**src/rtl/booth_datapath_if.sv**
```systemverilog
//----------------------------------------------------------------------------
// Module  : booth_datapath_if
// Brief   : Command/result bundle between the Booth control unit and datapath.
// Rev     : 1.0  initial release
//----------------------------------------------------------------------------
`default_nettype none

interface booth_datapath_if #(
    parameter int WIDTH = 16
);
    logic                   start;
    logic [WIDTH-1:0]       multiplicand;
    logic                   op_valid;
    logic [1:0]             op;
    logic                   op_ready;
    logic                   busy;
    logic                   done;
    logic [2*WIDTH-1:0]     product;

    modport master (
        output start, multiplicand, op_valid, op,
        input  op_ready, busy, done, product
    );

    modport slave (
        input  start, multiplicand, op_valid, op,
        output op_ready, busy, done, product
    );
endinterface

`default_nettype wire

```
**src/rtl/booth_datapath.sv**
```systemverilog
//----------------------------------------------------------------------------
// Module  : booth_datapath
// Brief   : Radix-2 Booth accumulate/shift datapath producing a signed product.
// Rev     : 1.0  initial release
//----------------------------------------------------------------------------
`default_nettype none

module booth_datapath #(
    parameter int WIDTH = 16
) (
    input  wire logic           clk,
    input  wire logic           rst,
    booth_datapath_if.slave     bus
);
    localparam int CW = $clog2(WIDTH) + 1;

    typedef enum logic [1:0] {
        S_IDLE = 2'd0,
        S_RUN  = 2'd1,
        S_DONE = 2'd2
    } state_t;

    state_t                 r_state;
    logic signed [WIDTH:0]  r_a;
    logic [WIDTH-1:0]       r_q;
    logic [WIDTH-1:0]       r_m;
    logic [CW-1:0]          r_cnt;
    logic                   r_op_ready;
    logic                   r_busy;
    logic                   r_done;
    logic [2*WIDTH-1:0]     r_product;

    logic signed [WIDTH:0]  w_msext;
    logic signed [WIDTH:0]  w_t;
    logic signed [WIDTH:0]  w_a_next;
    logic [WIDTH-1:0]       w_q_next;
    logic                   w_accept;
    logic                   w_last;

    // A carries one guard bit so that +/- (-2^(WIDTH-1)) never wraps.
    always_comb begin
        w_msext = {r_m[WIDTH-1], r_m};
        case (bus.op)
            2'b01:   w_t = r_a + w_msext;
            2'b10:   w_t = r_a - w_msext;
            default: w_t = r_a;
        endcase
        w_a_next = w_t >>> 1;
        w_q_next = {w_t[0], r_q[WIDTH-1:1]};
        w_accept = (r_state == S_RUN) && bus.op_valid;
        w_last   = (r_cnt == CW'(WIDTH - 1));
    end

    always_ff @(posedge clk) begin
        if (rst) begin
            r_state    <= S_IDLE;
            r_a        <= '0;
            r_q        <= '0;
            r_m        <= '0;
            r_cnt      <= '0;
            r_op_ready <= 1'b0;
            r_busy     <= 1'b0;
            r_done     <= 1'b0;
            r_product  <= '0;
        end else if (bus.start) begin
            // A start in any state reloads; a concurrent command is dropped.
            r_state    <= S_RUN;
            r_m        <= bus.multiplicand;
            r_a        <= '0;
            r_q        <= '0;
            r_cnt      <= '0;
            r_op_ready <= 1'b1;
            r_busy     <= 1'b1;
            r_done     <= 1'b0;
        end else begin
            case (r_state)
                S_RUN: begin
                    if (w_accept) begin
                        r_a   <= w_a_next;
                        r_q   <= w_q_next;
                        r_cnt <= r_cnt + 1'b1;
                        if (w_last) begin
                            r_product  <= {w_a_next[WIDTH-1:0], w_q_next};
                            r_state    <= S_DONE;
                            r_op_ready <= 1'b0;
                            r_busy     <= 1'b0;
                            r_done     <= 1'b1;
                        end
                    end
                end
                S_DONE: begin
                    r_state <= S_IDLE;
                    r_done  <= 1'b0;
                end
                default: begin
                    r_state <= S_IDLE;
                end
            endcase
        end
    end

    assign bus.op_ready = r_op_ready;
    assign bus.busy     = r_busy;
    assign bus.done     = r_done;
    assign bus.product  = r_product;

endmodule

`default_nettype wire

```
**src/flat_wrapper.sv**
```systemverilog
// flat-port wrapper written by rule: the top's interface ports become plain ports
module booth_datapath_flat 
#(
    parameter int WIDTH = 16
)
  (clk, rst, bus_start, bus_multiplicand, bus_op_valid, bus_op, bus_op_ready, bus_busy, bus_done, bus_product);
  booth_datapath_if #(.WIDTH(WIDTH)) bus_i ();
  input  wire logic clk;
  input  wire logic rst;
  input wire logic [$bits(bus_i.start)-1:0] bus_start;
  input wire logic [$bits(bus_i.multiplicand)-1:0] bus_multiplicand;
  input wire logic [$bits(bus_i.op_valid)-1:0] bus_op_valid;
  input wire logic [$bits(bus_i.op)-1:0] bus_op;
  output wire logic [$bits(bus_i.op_ready)-1:0] bus_op_ready;
  output wire logic [$bits(bus_i.busy)-1:0] bus_busy;
  output wire logic [$bits(bus_i.done)-1:0] bus_done;
  output wire logic [$bits(bus_i.product)-1:0] bus_product;
  assign bus_i.start = bus_start;
  assign bus_i.multiplicand = bus_multiplicand;
  assign bus_i.op_valid = bus_op_valid;
  assign bus_i.op = bus_op;
  assign bus_op_ready = bus_i.op_ready;
  assign bus_busy = bus_i.busy;
  assign bus_done = bus_i.done;
  assign bus_product = bus_i.product;
  booth_datapath #(.WIDTH(WIDTH)) u_core (.clk(clk), .rst(rst), .bus(bus_i));
endmodule
```
**config.mk**
```make
export PLATFORM = sky130hd
export DESIGN_NAME = booth_datapath_flat
export DESIGN_NICKNAME = d
export VERILOG_FILES = /design/src/rtl/booth_datapath_if.sv /design/src/rtl/booth_datapath.sv /design/src/flat_wrapper.sv
export SDC_FILE = /design/constraint.sdc
export NUM_CORES = 1
export LEC_CHECK = 0
export ABC_AREA = 1
export CELL_PAD_IN_SITES_DETAIL_PLACEMENT = 1
export CELL_PAD_IN_SITES_GLOBAL_PLACEMENT = 2
export CORE_UTILIZATION = 29
export CTS_BUF_LIST = sky130_fd_sc_hd__clkbuf_2
export CTS_CLUSTER_DIAMETER = 50
export DETAILED_ROUTE_END_ITERATION = 10
export GPL_ROUTABILITY_DRIVEN = 0
export PLACE_DENSITY_LB_ADDON = 0.1
export SLEW_MARGIN = 10
export SYNTH_ARGS = -nofsm -noshare
export SYNTH_HDL_FRONTEND = slang
export SYNTH_SLANG_ARGS = --single-unit
export TNS_END_PERCENT = 5
```
**constraint.sdc**
```tcl
create_clock -name clk -period 2.35 [get_ports clk]
set_clock_uncertainty 0.15 [all_clocks]
set_input_delay 0.235 -clock clk [delete_from_list [all_inputs] [get_ports clk]]
set_output_delay 0.235 -clock clk [all_outputs]
set_load 0.05 [all_outputs]
```
Yosys cells after proc, flatten, opt, wreduce, memory -nomap -nowiden
Cells that the tools add are included.
{"block": "classes", "add_sub_neg": 3, "n_reduce_logical": 13, "mux": 12, "n_bitwise": 2, "eq_ne": 9}
{"operator": "$pmux 17 s2", "count": 1}
{"operator": "$add 16x16->17", "count": 1}
{"operator": "$sub 16x16->17", "count": 1}
{"operator": "$mux 1", "count": 10}
{"operator": "$reduce_bool 2->1", "count": 4}
{"operator": "$ne 3x2->1 const B", "count": 2}
{"operator": "$reduce_and 2->1", "count": 3}
{"operator": "$reduce_and 3->1", "count": 2}
{"operator": "$add 5x1->5 const B", "count": 1}
{"operator": "$eq 5x4->1 const B", "count": 1}
{"operator": "$eq 2x1->1 const B", "count": 2}
{"operator": "$eq 2x2->1 const B", "count": 2}
{"operator": "$ne 2x1->1 const B", "count": 2}
{"operator": "$reduce_and 4->1", "count": 1}
{"operator": "$reduce_or 3->1", "count": 1}
{"operator": "$not 1->1", "count": 2}
{"operator": "$pmux 1 s2", "count": 1}
{"operator": "$reduce_or 2->1", "count": 1}
{"operator": "$logic_and 1x1->1", "count": 1}
{"block": "totals", "word_cells": 48, "output_inout_bits": 35, "register_bits": 89}

Longest topological paths before layout
{"block": "logic_depth", "ltp_word": 5, "mapped_depth": 24}

Least setup slack after synthesis
No wires, ideal clock.
{"block": "synth_path", "kind": "input to register", "from": "input bus_op[0]", "to": "register u_core.r_product[22], in the netlist u_core.bus.product[22]", "t_required_ps": 2083, "setup_ps": 117, "stages": 17, "path_slack_ps": -181, "t_arrival_ps": 2265, "path_cell_list": "inv_1 ha_1 buf_2 inv_1 buf_2 nand2_1 xor2_1 inv_1 ha_1 a21oi_2 nor2_1 nor2_2 nand2_2 or2_1 nand3_1 nand2_1 a22o_1"}
{"block": "synth_between", "elab_chain_len": 2, "word_cells_on_any_way": 3}
{"item": "from (decl)", "line_no": "flat_wrapper.sv:13", "source": "input wire logic [$bits(bus_i.op)-1:0] bus_op;"}
{"item": "$eq 2x2->1 / $eq 2x1->1 (equally long branches)", "line_no": "booth_datapath.sv:43", "source": "case (bus.op)"}
{"item": "$pmux 17 s2 (*)", "line_no": "booth_datapath.sv:43"}
{"item": "to (signal assigned)", "line_no": "booth_datapath.sv:83", "source": "r_product <= {w_a_next[WIDTH-1:0], w_q_next};"}
{"item": "to (decl)", "line_no": "booth_datapath.sv:31", "source": "logic [2*WIDTH-1:0] r_product;"}
Mark *: on every way between the ends. The rest lies on a longest branch, timed or not.
A chain may end at the register's enable or synchronous reset.

Worst setup path after layout
{"block": "layout_path", "from": "register u_core.r_m[1]", "to": "register u_core.r_a[15]"}
{"block": "layout_between", "elab_chain_len": 2, "word_cells_on_any_way": 3}
{"item": "from (decl)", "line_no": "booth_datapath.sv:26", "source": "logic [WIDTH-1:0] r_m;"}
{"item": "from (signal assigned)", "line_no": "booth_datapath.sv:68", "source": "r_m <= bus.multiplicand;"}
{"item": "$sub 16x16->17 / $add 16x16->17 (equally long branches)", "line_no": "booth_datapath.sv:45, booth_datapath.sv:44"}
{"item": "$pmux 17 s2 (*)", "line_no": "booth_datapath.sv:43"}
{"item": "to (signal assigned)", "line_no": "booth_datapath.sv:79", "source": "r_a <= w_a_next;"}
{"item": "to (decl)", "line_no": "booth_datapath.sv:24", "source": "logic signed [WIDTH:0] r_a;"}
Marked as above.

==> out/qor.yml <==
outcome:
  status: "finished, violations left"
  violations: "negative setup slack"
clock_tree:
  cts_tree: "built"
  cts-htree-levels: 3
  cts_root_buffer: "clkbuf_2"
  cts.sinks: 88
  clkTransAtPathRegs_ns: 0.26
  clockBufferDepth: 2
  insertion_delay_ns: 0.61
  numCtsBuffers: 9
synthesis:
  synth_top_family_by_area: "simple AND/OR/NAND/NOR gates"
  async_reset_ff_frac: 0
  synth_edf_count: 0
  synth_cells: 651
  ys_seq_elements: 88
  synth_ff_type: "dfxtp_1"
  synthesis.area_um2: 4610
  synth_top_area_share: 0.383
  synth_fa_ha_area_frac: 0.0641
  yosys.cell_types.count: 40
  synth_area_leaders: "dfxtp_1 (38%), nand2_1 (11%), inv_1 (7.5%), o21ai_0 (6.3%), ha_1 (6.0%)"
  synth_compound_area_frac: 0.196
  avgSynthCellArea_um2: 7.07
  syn_nets: 696
  yosysWarnings: 0
  synth_top_cell_by_area: "dfxtp_1"
  synthMuxAreaShare: 0.00217
  yosys.area_share.simple: 0.221
  yosysSeqAreaShare: 0.383
  synth_xor_area_frac: 0.0285
die:
  ioPinCount: 57
  dieArea_um2: 16400
  fp.dieH_um: 128
  die_w_um: 128
  core-area_um2: 15400
  placementRows: 45
  initial_core_util: 0.300
placement:
  dp_hpwl_mm: 10.9
  post_dp_cell_area_um2: 5940
  place_inst: 958
  place_ws_ns: -0.862
  numPortBuffers: 56
flow_run:
  drv_cap: 0
layout:
  multi_input_area_um2: 2840
  layout_commonest_cell: "nand2_1"
  area_growth_pct: 43.0
  finalNonFillerCells: 988
  fillCellCount: 1910
  final_cell_mix: "nand2_1 (114), inv_1 (80), dfxtp_1 (78)"
  utilization: 0.428
  fin_area_um2: 6590
  seqCellArea_um2: 1770
  drive_gt1_frac: 0.274
  layout.nets: 816
global_route:
  grt_usage: 0.194
  grt.overflow.total: 0
  grt_max_degree: 35
  first_global_vias: 4801
  antenna_found_initial: 1
  grt_pass1_wl_mm: 24.4
route:
  drc: 0
  num_vias: 4605
  viasPerCell: 4.66
  drt_iter0_markers: 99
  firstDrtPassIters: 4
  drtAntennaViolNets: 0
  drt-total-wl_mm: 14.8
  detail_route.wl_per_cell_um: 15.0
sta:
  slew_headroom: 0.637
  worst_pin_slew_ns: 0.542
  hold_viol_final: 0
  setup-violations-final: 24
  setup_tns_ns: -6.73
  worst_slack_ns: -0.437
  slew_violations: 0
  fin_crit_sh: 1.19
  rsz0062_at_grt: "yes"
  holdWs_ns: 0.0790
  period_needed_ns: 2.79
  fmax_mhz: 359
power_and_ir_drop:
  power_density_nw_per_um2: 526
  power.total_mw: 3.46
  seq_power_share: 0.453
  p_sw_frac: 0.345
  power.switching_mw: 1.20
  clock_power_share: 0.242
  leakagePower_nw: 2.95
  p_int_mw: 2.27
  ir_drop_v: 0.000193
  combPwrFrac: 0.305
worst_setup_path:
  cp_max_fo: 3
  cp_cell_sequence: "inv_4, ha_4, nand2_4, nor2_4, buf_4, a21oi_2, xor2_1, inv_1, ha_4, nand2_2, inv_2, nand2_1, nand2_2, nand2_1, nand2_1, inv_2, nand2_2, inv_2, nand2_2, nand3_1, nand2_1, nand3_1, nand2_1, inv_1"
  critical_path_arrival_ns: 3.17
  r2r_setup_slack_ns: -0.44
  critPathMostFrequentCell: "nand2_1"
  crit_buf_inv: 7
  cp_data_required_time_ns: 2.73
  setup.worst_path.class: "reg -> reg"
  startpoint_type: "flip-flop"
  critPathCaptureType: "flip-flop"
  crit_family: "simple AND/OR/NAND/NOR gates"
  critPathSlowestCell: "dfxtp_2"
  max_stage_delay_ns: 0.41
min_path:
  min_path_type: "in -> reg"
registers in the layout, summed over array words and instances, names as in the netlist:
signal,cells
u_core.bus.done,1
u_core.bus.op_ready,1
u_core.bus.product,32
u_core.r_a,16
u_core.r_cnt,5
u_core.r_m,16
u_core.r_q,15
u_core.r_state,2
cells by family (layout without fill, tap and decap cells):
kind of cell / count (synthesis) / in the layout
AO/OA/AOI/OAI: 158 / 158
XOR/XNOR: 15 / 15
adder cells (fa/ha/maj): 23 / 23
buffers and inverters: 123 / 248
flip-flops: 88 / 88
multiplexers: 1 / 1
other: 0 / 1
AND/OR/NAND/NOR: 243 / 243
path summary, 6_finish.rpt:
check,start,endpoint,cells after the start
min reg2reg,u_core.r_q[6],u_core.r_q[5],2
min,bus_multiplicand[12],u_core.r_m[12],3
max reg2reg,u_core.r_m[1],u_core.r_a[15],24
max,u_core.r_m[1],u_core.r_a[15],24
power groups by stage:
stage               combinational [mW]  sequential, mW  clock, mW
CTS                              0.966            1.57      0.899
detailed placement               0.871            1.59          0
floorplan                        0.488            1.59          0
global placement                 0.857            1.59          0
global route                      1.16            1.58      0.938
finish                            1.06            1.57      0.838
tightest hold or removal path: stages:
cell	delay (ns)
clkdlybuf4s50_1	0.39
o21ai_0	0.15
a21oi_1	0.05
what timing repair did:
item                                    4_1_cts  5_1_grt
hold endpoints to repair                      4        0
gates resized for setup                      58       55
buffers inserted                              3        6
hold buffers                                  4        0
pin swaps                                    37       47
endpoints found under the setup margin       41       48
synth_stat cells, types with 8 or more instances:
cell and number:
o21ai_0 58, xor2_1 12, dfxtp_1 88, buf_2 10, inv_1 92, a21oi_1 46
nand2_1 140, a22o_1 10, clkbuf_1 10, o21ai_1 16, ha_1 22, nand3_1 31
nor2_1 47, nand2_2 8
layout make-up:
class	instances	area share
Antenna cell	1	0.000380
Clock inverter	7	0.0104
Sequential cell	88	0.269
Clock buffer	9	0.00684
Timing Repair Buffer	133	0.184
Tap cell	211	0.0401
Multi-Input combinational cell	440	0.431
Inverter	99	0.0572
per-layer routing:
layer  vias to the layer above  GRT usage  part of all wire
met5                         -          0                 0
met4                         0     0.0567             0.011
met3                        12     0.0346             0.029
met2                        63      0.327              0.48
met1                      2185      0.253              0.48
li1                       2345          -                 -
Power figures use the tool's default switching activity.
